File: src/rtl/instr_fetch_unit.sv
`timescale 1ns/1ps
`default_nettype none
// ============================================================================
// Module      : instr_fetch_unit
// Description : Byte-serial fetch of 1/2-byte instructions into a one-entry
//               valid/ready output buffer; owns the PC and accepts redirects.
// Revision    : 1.0 - initial release
// ============================================================================
module instr_fetch_unit #(
    parameter int                ADDR_W   = 13,
    parameter logic [ADDR_W-1:0] RESET_PC = '0
) (
    input  logic              clk,
    input  logic              rst,
    input  logic              fetch_en,
    output logic              mem_req,
    output logic [ADDR_W-1:0] mem_addr,
    input  logic [7:0]        mem_rdata,
    input  logic              mem_ack,
    output logic              instr_valid,
    input  logic              instr_ready,
    output logic [7:0]        instr_op,
    output logic [7:0]        instr_tr,
    output logic              instr_len2,
    output logic [ADDR_W-1:0] instr_pc,
    input  logic              redirect_en,
    input  logic [ADDR_W-1:0] redirect_addr,
    output logic              busy
);

    localparam logic [ADDR_W-1:0] PC_ONE = {{(ADDR_W-1){1'b0}}, 1'b1};

    typedef enum logic [2:0] {
        S_IDLE  = 3'd0,
        S_REQ1  = 3'd1,
        S_REQ2  = 3'd2,
        S_HOLD  = 3'd3,
        S_DRAIN = 3'd4
    } state_t;

    state_t            state_q, state_d;
    logic [ADDR_W-1:0] pc_q, pc_d;
    logic [ADDR_W-1:0] drain_addr_q, drain_addr_d;
    logic [7:0]        pend_op_q, pend_op_d;
    logic [7:0]        pend_tr_q, pend_tr_d;
    logic              pend_len2_q, pend_len2_d;
    logic [ADDR_W-1:0] pend_pc_q, pend_pc_d;
    logic              valid_q, valid_d;
    logic [7:0]        op_q, op_d;
    logic [7:0]        tr_q, tr_d;
    logic              len2_q, len2_d;
    logic [ADDR_W-1:0] ipc_q, ipc_d;

    logic              done;
    logic [7:0]        done_op;
    logic [7:0]        done_tr;
    logic              done_len2;
    logic [ADDR_W-1:0] done_pc;

    logic transfer;
    logic buf_free;
    logic op_two_byte;

    assign transfer    = valid_q & instr_ready;
    assign buf_free    = ~valid_q | instr_ready;
    assign op_two_byte = ~mem_rdata[7] | (mem_rdata[7:5] == 3'b110);

    assign mem_req     = (state_q == S_REQ1) | (state_q == S_REQ2) | (state_q == S_DRAIN);
    assign mem_addr    = (state_q == S_DRAIN) ? drain_addr_q : pc_q;
    assign instr_valid = valid_q;
    assign instr_op    = op_q;
    assign instr_tr    = tr_q;
    assign instr_len2  = len2_q;
    assign instr_pc    = ipc_q;
    assign busy        = (state_q != S_IDLE) | valid_q;

    always_comb begin
        state_d      = state_q;
        pc_d         = pc_q;
        drain_addr_d = drain_addr_q;
        pend_op_d    = pend_op_q;
        pend_tr_d    = pend_tr_q;
        pend_len2_d  = pend_len2_q;
        pend_pc_d    = pend_pc_q;
        valid_d      = valid_q & ~transfer;
        op_d         = op_q;
        tr_d         = tr_q;
        len2_d       = len2_q;
        ipc_d        = ipc_q;
        done         = 1'b0;
        done_op      = pend_op_q;
        done_tr      = 8'h00;
        done_len2    = 1'b0;
        done_pc      = pend_pc_q;

        case (state_q)
            S_IDLE: begin
                if (fetch_en && buf_free) state_d = S_REQ1;
            end
            S_REQ1: begin
                if (mem_ack) begin
                    pend_op_d = mem_rdata;
                    pend_pc_d = pc_q;
                    pc_d      = pc_q + PC_ONE;
                    if (op_two_byte) begin
                        state_d = S_REQ2;
                    end else begin
                        done    = 1'b1;
                        done_op = mem_rdata;
                        done_pc = pc_q;
                    end
                end
            end
            S_REQ2: begin
                if (mem_ack) begin
                    pc_d      = pc_q + PC_ONE;
                    done      = 1'b1;
                    done_tr   = mem_rdata;
                    done_len2 = 1'b1;
                end
            end
            S_HOLD: begin
                if (transfer) begin
                    valid_d = 1'b1;
                    op_d    = pend_op_q;
                    tr_d    = pend_tr_q;
                    len2_d  = pend_len2_q;
                    ipc_d   = pend_pc_q;
                    state_d = fetch_en ? S_REQ1 : S_IDLE;
                end
            end
            S_DRAIN: begin
                if (mem_ack) state_d = fetch_en ? S_REQ1 : S_IDLE;
            end
            default: state_d = S_IDLE;
        endcase

        // A finished instruction that cannot enter the buffer parks in the pending slot.
        if (done) begin
            if (buf_free) begin
                valid_d = 1'b1;
                op_d    = done_op;
                tr_d    = done_tr;
                len2_d  = done_len2;
                ipc_d   = done_pc;
                state_d = fetch_en ? S_REQ1 : S_IDLE;
            end else begin
                pend_op_d   = done_op;
                pend_tr_d   = done_tr;
                pend_len2_d = done_len2;
                pend_pc_d   = done_pc;
                state_d     = S_HOLD;
            end
        end

        if (redirect_en) begin
            pc_d    = redirect_addr;
            valid_d = 1'b0;
            if (state_q == S_IDLE) begin
                state_d = S_IDLE;
            end else if (mem_req && !mem_ack) begin
                state_d      = S_DRAIN;
                drain_addr_d = mem_addr;
            end else begin
                state_d = fetch_en ? S_REQ1 : S_IDLE;
            end
        end
    end

    always_ff @(posedge clk or negedge rst) begin
        if (!rst) begin
            state_q      <= S_IDLE;
            pc_q         <= RESET_PC;
            drain_addr_q <= RESET_PC;
            pend_op_q    <= 8'h00;
            pend_tr_q    <= 8'h00;
            pend_len2_q  <= 1'b0;
            pend_pc_q    <= '0;
            valid_q      <= 1'b0;
            op_q         <= 8'h00;
            tr_q         <= 8'h00;
            len2_q       <= 1'b0;
            ipc_q        <= '0;
        end else begin
            state_q      <= state_d;
            pc_q         <= pc_d;
            drain_addr_q <= drain_addr_d;
            pend_op_q    <= pend_op_d;
            pend_tr_q    <= pend_tr_d;
            pend_len2_q  <= pend_len2_d;
            pend_pc_q    <= pend_pc_d;
            valid_q      <= valid_d;
            op_q         <= op_d;
            tr_q         <= tr_d;
            len2_q       <= len2_d;
            ipc_q        <= ipc_d;
        end
    end

endmodule
`default_nettype wire

File: config.mk
export PLATFORM = sky130hd
export DESIGN_NAME = instr_fetch_unit
export DESIGN_NICKNAME = d
export VERILOG_FILES = /design/src/rtl/instr_fetch_unit.sv
export SDC_FILE = /design/constraint.sdc
export NUM_CORES = 1
export LEC_CHECK = 0
export BUFFER_PORTS_ARGS = -buffer_cell sky130_fd_sc_hd__clkbuf_2
export CORE_ASPECT_RATIO = 1.1
export CORE_UTILIZATION = 35
export CTS_BUF_LIST = sky130_fd_sc_hd__clkbuf_8 sky130_fd_sc_hd__clkbuf_16
export CTS_CLUSTER_SIZE = 14
export DETAILED_ROUTE_END_ITERATION = 10
export PLACE_DENSITY_LB_ADDON = 0.25
export REMOVE_ABC_BUFFERS = 1
export SETUP_SLACK_MARGIN = 0.5
export SLEW_MARGIN = 0
export SYNTH_ARGS = -nofsm -noshare
export SYNTH_HDL_FRONTEND = slang
export SYNTH_SLANG_ARGS = --single-unit
File: constraint.sdc
create_clock -name clk -period 1.9 [get_ports clk]
set_input_delay 0.095 -clock clk [delete_from_list [all_inputs] [get_ports clk]]
set_output_delay 0.095 -clock clk [all_outputs]
set_load 0.02 [all_outputs]
* Word-level counts from Yosys, hierarchy flattened
Index checks and enable logic that the tools add are counted.
Storage, ports and cells: output and inout bits 46, register bits after elaboration 90, input port bits 27, logic and storage cells 106
Operators by class: equality and inequality tests 11, multiplexer cells 58, $add $sub $neg 1, reductions and logical operators 12, bitwise gates (word level) 12
Operators by type and width (count):
- 13-bit 2-to-1 mux | 15
- 8-bit 2-to-1 mux | 17
- 3-bit 2-to-1 mux | 9
- 4-bit != test (second input constant) | 5
- 3-bit case mux with 5 select lines | 1
- 1-bit 2-to-1 mux | 14
- 13-bit by 1-bit adder with 13-bit output (second input constant) | 1
- 3-bit by 2-bit equality test with 1-bit output (second input constant) | 2
- 3-bit equality test (second input constant) | 2
- 6-bit AND reduction | 1
- 1-bit NOT | 5
- 1-bit bitwise OR | 5
- 2-bit AND reduction | 2
- 2-bit nonzero test | 2
- 3-bit by 1-bit equality test with 1-bit output (second input constant) | 1
- 3-bit logical NOT | 1
- 3-bit != test (second input constant) | 1
- 3-bit AND reduction | 1
- 3-bit nonzero test | 1
- 1-bit AND | 2
- 1-bit logical AND | 2
- 2-bit 2-to-1 mux | 1
- 1-bit case mux with 2 select lines | 1
- 2-bit OR reduction | 1
- 1-bit logical NOT | 1

* Logic depth before layout (Yosys ltp)
Gate-level depths: netlist of run 1.
depth in word-level cells 8, depth in mapped cells 9, gate-level depth less buffers 6

* Worst setup path after synthesis of run 1
OpenSTA, ideal clock, no wires.
path kind register to register, from reg state_q[1], to reg drain_addr_q[4], clock period less this slack 1.992 ns, stages on the path, launching flop included 6, setup time 0.128 ns, path buffers 2, setup slack -0.092 ns, required time 1.772 ns, arrival 1.865 ns, cells stage by stage dfrtp_1 buf_4 nor3_1 buf_2 mux2_2 mux2_1
On the way: elaborated cells between the ends (all ways) 10, classes of those cells eq/ne (3); mux (1); bitwise (3); reduce/logical (3)
RTL lines:
- start, declared | RTL line 41 | state_t state_q, state_d;
- start signal, assigned | RTL line 185 | state_q <= state_d;
- 3-bit equality test | RTL line 69 | assign mem_addr = (state_q == S_DRAIN) ? drain_addr_q : pc_q;
- 13-bit 2-to-1 mux | RTL line 69
- named net mem_addr[4] | RTL line 17 | output logic [ADDR_W-1:0] mem_addr,
- end signal, assigned | RTL line 187 | drain_addr_q <= drain_addr_d;
- end, declared | RTL line 43 | logic [ADDR_W-1:0] drain_addr_q, drain_addr_d;
The timed path passes the listed nets, and every way through them passes these cells. A chain may end at the register's enable or synchronous reset.

* Worst setup path after layout of run 1
from reg state_q[0], to reg pc_q[8]
On the way: word-level cells in the longest chain between the ends 4, elaborated cells between the ends (all ways) 5, classes of those cells eq/ne (2); reduce/logical (3)
Ends and longest elaborated chain:
- 3-bit by 1-bit equality test with 1-bit output / 3-bit by 2-bit equality test with 1-bit output (equally long branches) | RTL line 96 | case (state_q)
- 2-bit OR reduction (no line) (*)
- 2-bit nonzero test (no line) (*)
- 2-bit AND reduction (no line) (*)
- end signal, assigned | RTL line 186 | pc_q <= pc_d;
- end, declared | RTL line 42 | logic [ADDR_W-1:0] pc_q, pc_d;
Every way passes the cells marked *; elsewhere a longest branch is shown, timed or not.

==> summary.txt, run 1 <==
Run status
  • Status: completed

Synth
  • YS warnings: 0
  • Share of the yosys chip area belonging to registers: a little over half
  • Ys async rst share: 100.0%
  • Post-synthesis register bit count: 90
  • Count of flip-flops with a built-in enable after synthesis: 0
  • Post-Syn Area: around 4200 µm²
  • Top cells by count, synth: dfrtp_1, mux2_2, nand2_1
  • Post-synth top area cell: dfrtp_1
  • Syn avg cell area: 11.38 µm²
  • Gate Count Post-Synth: 371
  • Main synth FF type: dfrtp_1
  • Post-synth cell types: 43
  • Main area contributors after synthesis: dfrtp_1, mux2_2, o22ai_1, nand2_1, o21ai_0
  • Share of the synthesized area in the top cell type: 53.33%
  • Count leader, synth: dfrtp_1

Clock tree
  • H-tree Lvls: 3
  • Root buf cell: clkbuf_16
  • Max Buffers Root-to-Sink: 2
  • Skew-Pair Late Insertion Delay: ~0.34 ns
  • CTS tree: yes
  • CTS buffer count: 9
  • Clk pin slew, worst setup/hold paths: 0.06 ns
  • Clock net sink count: 90

Floorplanning
  • Die ar.: about 13,000 µm²
  • Core region area: ~12,000 µm²
  • Starting Density: around 36%
  • # IOs: 73
  • Die Width: around 110 µm
  • Die Span Y: 117.2 µm
  • # rows: between 40 and 50

Cells and area
  • Post-Layout Cell Count: 654
  • Fillers: 986
  • Layout area overhead: 51.14%
  • Share of cells above drive strength 1: 52.78%
  • Antenna Cells: 0
  • Nets: 528
  • Fin area: roughly 6400 µm²

Routing
  • Wire per inst: 17.24 µm
  • Length of the first detailed-routing pass in iterations: 4
  • Routed vias: approximately 3.3k
  • DRT antenna net count: 0
  • DRC Markers: 0
  • Routed vias/inst: approximately 5.1
  • Initial drt markers: about 150
  • Final wirelength: between 10 and 15 mm

Worst setup path
  • Cell at the slowest stage of the critical path: dfrtp_2
  • Crit-path cells: buf_4 -> xor2_1 -> and3_4 -> and4_4 -> buf_6 -> nand4_1 -> xor2_1 -> o21ai_1
  • WP data arrival: between 2 and 2.5 ns
  • Critical Path Max Stage Delay: ~0.44 ns
  • Crit start category: register
  • Crit Path Max Fanout: 4
  • CP dominant cell by count: xor2_1
  • CP Class: register to register
  • CP endpoint kind: register
  • Critical Path RT: roughly 2.2 ns

Timing
  • Max Slew Vio Count: 0
  • Clk_skew: roughly 0.0075 ns
  • Tcrit/Tclk final: a little over nine tenths
  • Max Freq: between 0.5 and 0.6 GHz
  • Post-route minimum period: ~1.9 ns
  • RSZ-0062 raised after global routing: yes
  • Final Setup Violations: 0
  • Worst Max-Slew Pin Slew: between 0.5 and 0.6 ns
  • Final hold vios: 0
  • Setup TNS: 0 ns
  • Slew HR: between 60 and 70%

Global routing
  • Pin count of the biggest net entering global routing: 38
  • Vias in the first global route: 3,293
  • Initial antenna violation count: 0
  • Gr ovfl total: 0
  • First-pass GRT wire length: approximately 17 mm
  • Overall routing resource usage: about 17%

Placement
  • Final GP Congestion: between 0.7 and 0.8
  • DP Wirelength: ~6.7 mm
  • Number of port buffers: 72
  • Placed Instances: roughly 600
  • Placed Area: 4931 µm²

Flow run
  • Max Cap Violations: 0

Power
  • Leakage power: between 2 and 3 nW
  • Pwr/cell area: about 1500 nW/µm²
  • VDD IR max: about 0.53 mV

Worst hold path
  • Hold WC Path Type: input port to register
kinds of logic (layout without fill, tap and decap cells):
| family | Yosys count | after routing | synth area share [%] |
|---|---|---|---|
| flip-flops | 90 | 90 | 53.33 |
| AO/OA/AOI/OAI | 87 | 87 | 13.27 |
| AND/OR/NAND/NOR | 77 | 77 | 9.896 |
| multiplexers | 59 | 59 | 15.41 |
| buffers and inverters | 43 | 176 | 4.889 |
| XOR/XNOR | 14 | 14 | 2.904 |
| adder cells (fa/ha/maj) | 1 | 1 | 0.2962 |
sequential cells by signal, indices dropped and copies added, names as in the netlist:
name,flops
instr_len2,1
pend_len2_q,1
instr_valid,1
pend_op_q,8
pend_pc_q,13
pend_tr_q,8
instr_op,8
instr_tr,8
instr_pc,13
state_q,3
pc_q,13
drain_addr_q,13
layout by cell type (no fill, tap or decap), drive strengths merged:
master / count
a211oi: 2
a21o: 1
a21oi: 25
a22o: 8
a32o: 1
a41o: 1
and2: 5
and3: 4
and4: 2
buf: 64
clkbuf: 74
clkinv: 1
clkinvlp: 1
dfrtp: 90
dlygate4sd3: 12
ha: 1
inv: 24
mux2: 48
mux2i: 11
nand2: 31
nand2b: 2
nand3: 6
nand3b: 1
nand4: 4
nor2: 14
nor2b: 2
nor3: 4
nor4: 1
nor4bb: 1
o21ai: 25
o22ai: 21
o311a: 1
o31ai: 1
o32a: 1
xnor2: 5
xor2: 9
layout make-up:
type                       count  area (µm²)  share of cell area (%)
clock buffer                  11       252.7                   3.960
clock inverter                 4       20.02                  0.3137
inverter                      22       82.58                   1.294
multi-input combinational    238        2220                   34.78
sequential                    90        2256                   35.35
tap                          150       187.7                   2.941
timing repair buffer         139        1364                   21.37
power by group:
part	leakage, nW	switching [W]	internal (W)
clock	0.140	0.000716	0.000939
combinational	1.67	0.00224	0.00248
sequential	1.09	0.000559	0.00267
total	2.90	0.00351	0.00608
worst max-delay path: cells and delay by family (launching register included):
kind                      cells  cell delay [ns]
AOI/OAI and AO/OA             1             0.14
and+or+nand+nor               3             0.60
buffers and inverters         2             0.25
xor gates and xnor gates      2             0.34
DFF                           1             0.44
worst paths after layout:
kind	end	cells after the start	from	slack [ns]
worst min register to register	pend_len2_q	1	pend_len2_q	0.50
worst max register to register	pc_q[8]	8	state_q[0]	0.05
max in group asynchronous	pend_op_q[1]	3	rst	0.97
worst min-delay path	pc_q[6]	3	redirect_addr[6]	0.006
worst max-delay path	pc_q[8]	8	state_q[0]	0.05
min in group asynchronous	instr_tr[6]	2	rst	0.27
what timing repair did:
action | in CTS | in global routing
cloned | 1 | 9
resized for setup | 85 | 88
hold buffers | 12 | 0
endpoints found under the hold margin | 46 | 0
endpoints found under the setup margin | 103 | 105
pin swaps | 22 | 15
buffers inserted | 12 | 9
per-stage QoR:
step	total power, W	hold slack (ns)	util, %	worst slack, ns
floorplan	0.005190	-0.2006	-	-1.348
global placement	0.006371	0.1042	42.53	0.08490
detailed placement	0.006447	0.1068	42.53	0.02909
CTS	0.008818	0.009168	49.75	0.06691
global route	0.01011	0.01708	55.05	-0.02445
finish	0.009597	0.005962	55.05	0.04617
per-layer routing:
metal	share of wire (%)	vias to the layer above	GRT usage, %	routed length [µm]
met2	50	62	27.70	5666
li1	-	1571	-	-
met4	1.0	0	5.205	114
met3	3.1	11	3.433	348
met5	0	-	0	0
met1	46	1682	23.17	5146
Power figures use the tool's default switching activity.
==> run 2, diff against run 1 <==
- ABC_AREA: unset -> 1
==> summary.txt, run 2 <==
Run status
  • Status: completed (unchanged)

Floorplanning
  • # IOs: 73 (unchanged)
  • Die Span Y: 121.0 µm (was 117.2 µm)
  • Die Width: 110.2 µm (was 106.7 µm)
  • Core region area: 12,590 µm² (was 11,590 µm²)
  • Die ar.: 13,340 µm² (was 12,510 µm²)
  • # rows: 43 (was 41)
  • Starting Density: 35.81% (was 36.42%)

Timing
  • Final Setup Violations: 0 (unchanged)
  • Worst Max-Slew Pin Slew: 0.6557 ns (was 0.5221 ns)
  • Slew HR: 56.24% (was 65.19%)
  • Tcrit/Tclk final: 87.41% (was 97.57%)
  • Hold slack: 0.008659 ns (was 0.005962 ns)
  • Clk_skew: 0.005047 ns (was 0.007504 ns)
  • Final hold vios: 0 (unchanged)
  • RSZ-0062 raised after global routing: yes (unchanged)
  • Post-route minimum period: 1.661 ns (was 1.854 ns)
  • Max Freq: 0.6022 GHz (was 0.5394 GHz)
  • Setup TNS: 0 ns (unchanged)
  • Max Slew Vio Count: 0 (unchanged)

Routing
  • Routed vias: 4,297 (was 3,326)
  • DRC Markers: 0 (unchanged)
  • Initial drt markers: 279 (was 154)
  • Length of the first detailed-routing pass in iterations: 5 (was 4)
  • Wire per inst: 16.08 µm (was 17.24 µm)
  • DRT antenna net count: 0 (unchanged)
  • Final wirelength: 13.47 mm (was 11.28 mm)
  • Routed vias/inst: 5.128 (was 5.086)

Global routing
  • Overall routing resource usage: 19.97% (was 17.08%)
  • First-pass GRT wire length: 20.18 mm (was 16.60 mm)
  • Initial antenna violation count: 0 (unchanged)
  • Pin count of the biggest net entering global routing: 46 (was 38)
  • Vias in the first global route: 4,136 (was 3,293)
  • Gr ovfl total: 0 (unchanged)

Synth
  • Count of flip-flops with a built-in enable after synthesis: 0 (unchanged)
  • Synth Area in Compound Gates: 17.74% (was 13.27%)
  • Mux cell area share after synthesis: 2.803% (was 15.41%)
  • Synth Area in XOR/XNOR: 1.360% (was 2.904%)
  • Simple-gate area share of the yosys netlist: 19.21% (was 9.896%)
  • Gate Count Post-Synth: 553 (was 371)
  • Share of the synthesized area in the top cell type: 49.96% (was 53.33%)
  • Main combinational cell family by area after synthesis: simple AND/OR/NAND/NOR gates (was multiplexers)
  • Syn avg cell area: 8.152 µm² (was 11.38 µm²)
  • Share of the yosys chip area belonging to registers: 49.96% (was 53.33%)
  • Main area contributors after synthesis: dfrtp_1, nand2_1, o21ai_0, inv_1, nor2_1 (was dfrtp_1, mux2_2, o22ai_1, nand2_1, o21ai_0)
  • Post-synth cell types: 33 (was 43)
  • Ys async rst share: 100.0% (unchanged)
  • Count leader, synth: nand2_1 (was dfrtp_1)
  • Post-Syn Area: 4508 µm² (was 4223 µm²)
  • Main synth FF type: dfrtp_1 (unchanged)
  • Post-synth top area cell: dfrtp_1 (unchanged)
  • Adder-Cell Fraction of Synth Area: 0.2775% (was 0.2963%)
  • Post-synthesis register bit count: 90 (unchanged)
  • YS warnings: 0 (unchanged)
  • Top cells by count, synth: nand2_1, dfrtp_1, inv_1 (was dfrtp_1, mux2_2, nand2_1)

Worst hold path
  • Hold WC Path Type: input port to register (unchanged)
  • Worst hold endpoint: pc_q[5] (was pc_q[6])
  • Min-delay src: redirect_addr[5] (was redirect_addr[6])
  • Worst hold stages: 3 (unchanged)

Worst setup path
  • CP Class: register to register (unchanged)
  • Crit start category: register (unchanged)
  • CP endpoint kind: register (unchanged)
  • Worst R2R Path Depth: 9 (was 8)
  • Crit Path Max Fanout: 8 (was 4)
  • Critical R2R Capture: instr_op[5] (was pc_q[8])
  • R2r startpoint: state_q[1] (was state_q[0])
  • WP data arrival: 1.89 ns (was 2.12 ns)
  • Critical Path RT: 2.13 ns (was 2.17 ns)
  • R2R Setup Slk: 0.24 ns (was 0.05 ns)

Power
  • Leakage power: 3.286 nW (was 2.903 nW)
  • Pwr/cell area: 1513 nW/µm² (was 1504 nW/µm²)
  • VDD IR max: 0.7848 mV (was 0.5309 mV)
  • Total power: 0.01019 W (was 0.009597 W)

Cells and area
  • Share of cells above drive strength 1: 35.10% (was 52.78%)
  • Final core occ: 53.51% (was 55.05%)
  • Post-Layout Cell Count: 838 (was 654)
  • Most common cell after layout, fill and taps aside: nand2_1 (was dfrtp_1)
  • Antenna Cells: 0 (unchanged)
  • Commonest non-fill, non-tap cells in the layout: nand2_1, dfrtp_1, inv_1 (was dfrtp_1, clkbuf_2, nand2_1)
  • Layout area overhead: 49.43% (was 51.14%)
  • Nets: 704 (was 528)

Placement
  • DP Wirelength: 7.681 mm (was 6.705 mm)
  • Placed Instances: 775 (was 596)
  • Final GP Congestion: 0.8226 (was 0.7651)
  • Number of port buffers: 72 (unchanged)

Flow run
  • Max Cap Violations: 0 (unchanged)

Clock tree
  • Root buf cell: clkbuf_16 (unchanged)
  • Max Buffers Root-to-Sink: 2 (unchanged)
  • Clk pin slew, worst setup/hold paths: 0.06 ns (about the same)
  • CTS buffer count: 9 (unchanged)
  • Skew-Pair Late Insertion Delay: 0.35 ns (was 0.34 ns)
  • Clock net sink count: 90 (unchanged)
  • H-tree Lvls: 3 (unchanged)
  • CTS tree: yes (unchanged)
[run 2: what timing repair did]
| item | 4_1_cts | 5_1_grt |
|---|---|---|
| setup buffers | 22 | 8 |
| resized for setup | 121 | 87 |
| hold endpoints to repair | 98 | 0 |
| endpoints found under the setup margin | 93 | 104 |
| hold buffers | 9 | 0 |
| pin swaps | 10 | 20 |
| cloned | 5 | 3 |
[run 2: metrics by stage]
stage	worst slack [ns]	instance area (µm²)
final	0.2393	6736
after global routing	0.1740	6736
after CTS	0.2661	6252
after detailed placement	0.1403	5117
after global placement	0.1660	5117
after floorplan	-0.2187	4380
[run 2: routing by layer]
metal | global-route usage [%] | up-vias | routed length (µm)
li1 | - | 2075 | -
met1 | 26.21 | 2074 | 5748
met2 | 31.87 | 125 | 6793
met3 | 4.243 | 23 | 696
met4 | 7.977 | 0 | 232
met5 | 0 | - | 0
[run 2: worst max-delay path by stage]
| stage | startpoint | end | slack, ns | cells past startpoint |
|---|---|---|---|---|
| after floorplan | state_q[1] | instr_pc[10] | -0.22 | 6 |
| after global placement | pc_q[1] | pc_q[12] | 0.17 | 8 |
| after detailed placement | state_q[1] | instr_op[2] | 0.14 | 7 |
| after CTS | state_q[1] | instr_pc[0] | 0.27 | 9 |
| after global routing | state_q[1] | state_q[0] | 0.17 | 11 |
| final | state_q[1] | instr_op[5] | 0.24 | 9 |
[run 2: cells by family (layout without fill, tap and decap cells)]
kind of cell               after synthesis  count (layout)
AOI/OAI and AO/OA                      142             142
buffers and inverters                   94             221
muxes                                   12              12
adders and majority gates                1               1
and+or+nand+nor                        207             208
DFF                                     90              90
xor gates and xnor gates                 7               7
[run 2: area by class of cell]
type                    instances  area [µm²]
fillers                      1136        5853
clock buffers                  11       252.7
flip-flops and latches         90        2258
multi-input cells             370        2395
clock inverters                 5       77.57
repair buffers                135        1276
well taps                     157       196.4
inverters                      70       280.3
[run 2: power by group]
part | switching (W) | internal [W]
Sequential | 0.000550 | 0.00271
Clock | 0.000760 | 0.00122
Combinational | 0.00280 | 0.00215
[run 2: worst max-delay path, stage by stage (launching register included)]
cell and delay, ns:
dfrtp_2 0.44, buf_6 0.15, nor2_4 0.11, nand2_4 0.10, nor2_8 0.12, nor2_4 0.07
nor2_8 0.18, buf_6 0.14, buf_16 0.14, a31oi_4 0.08
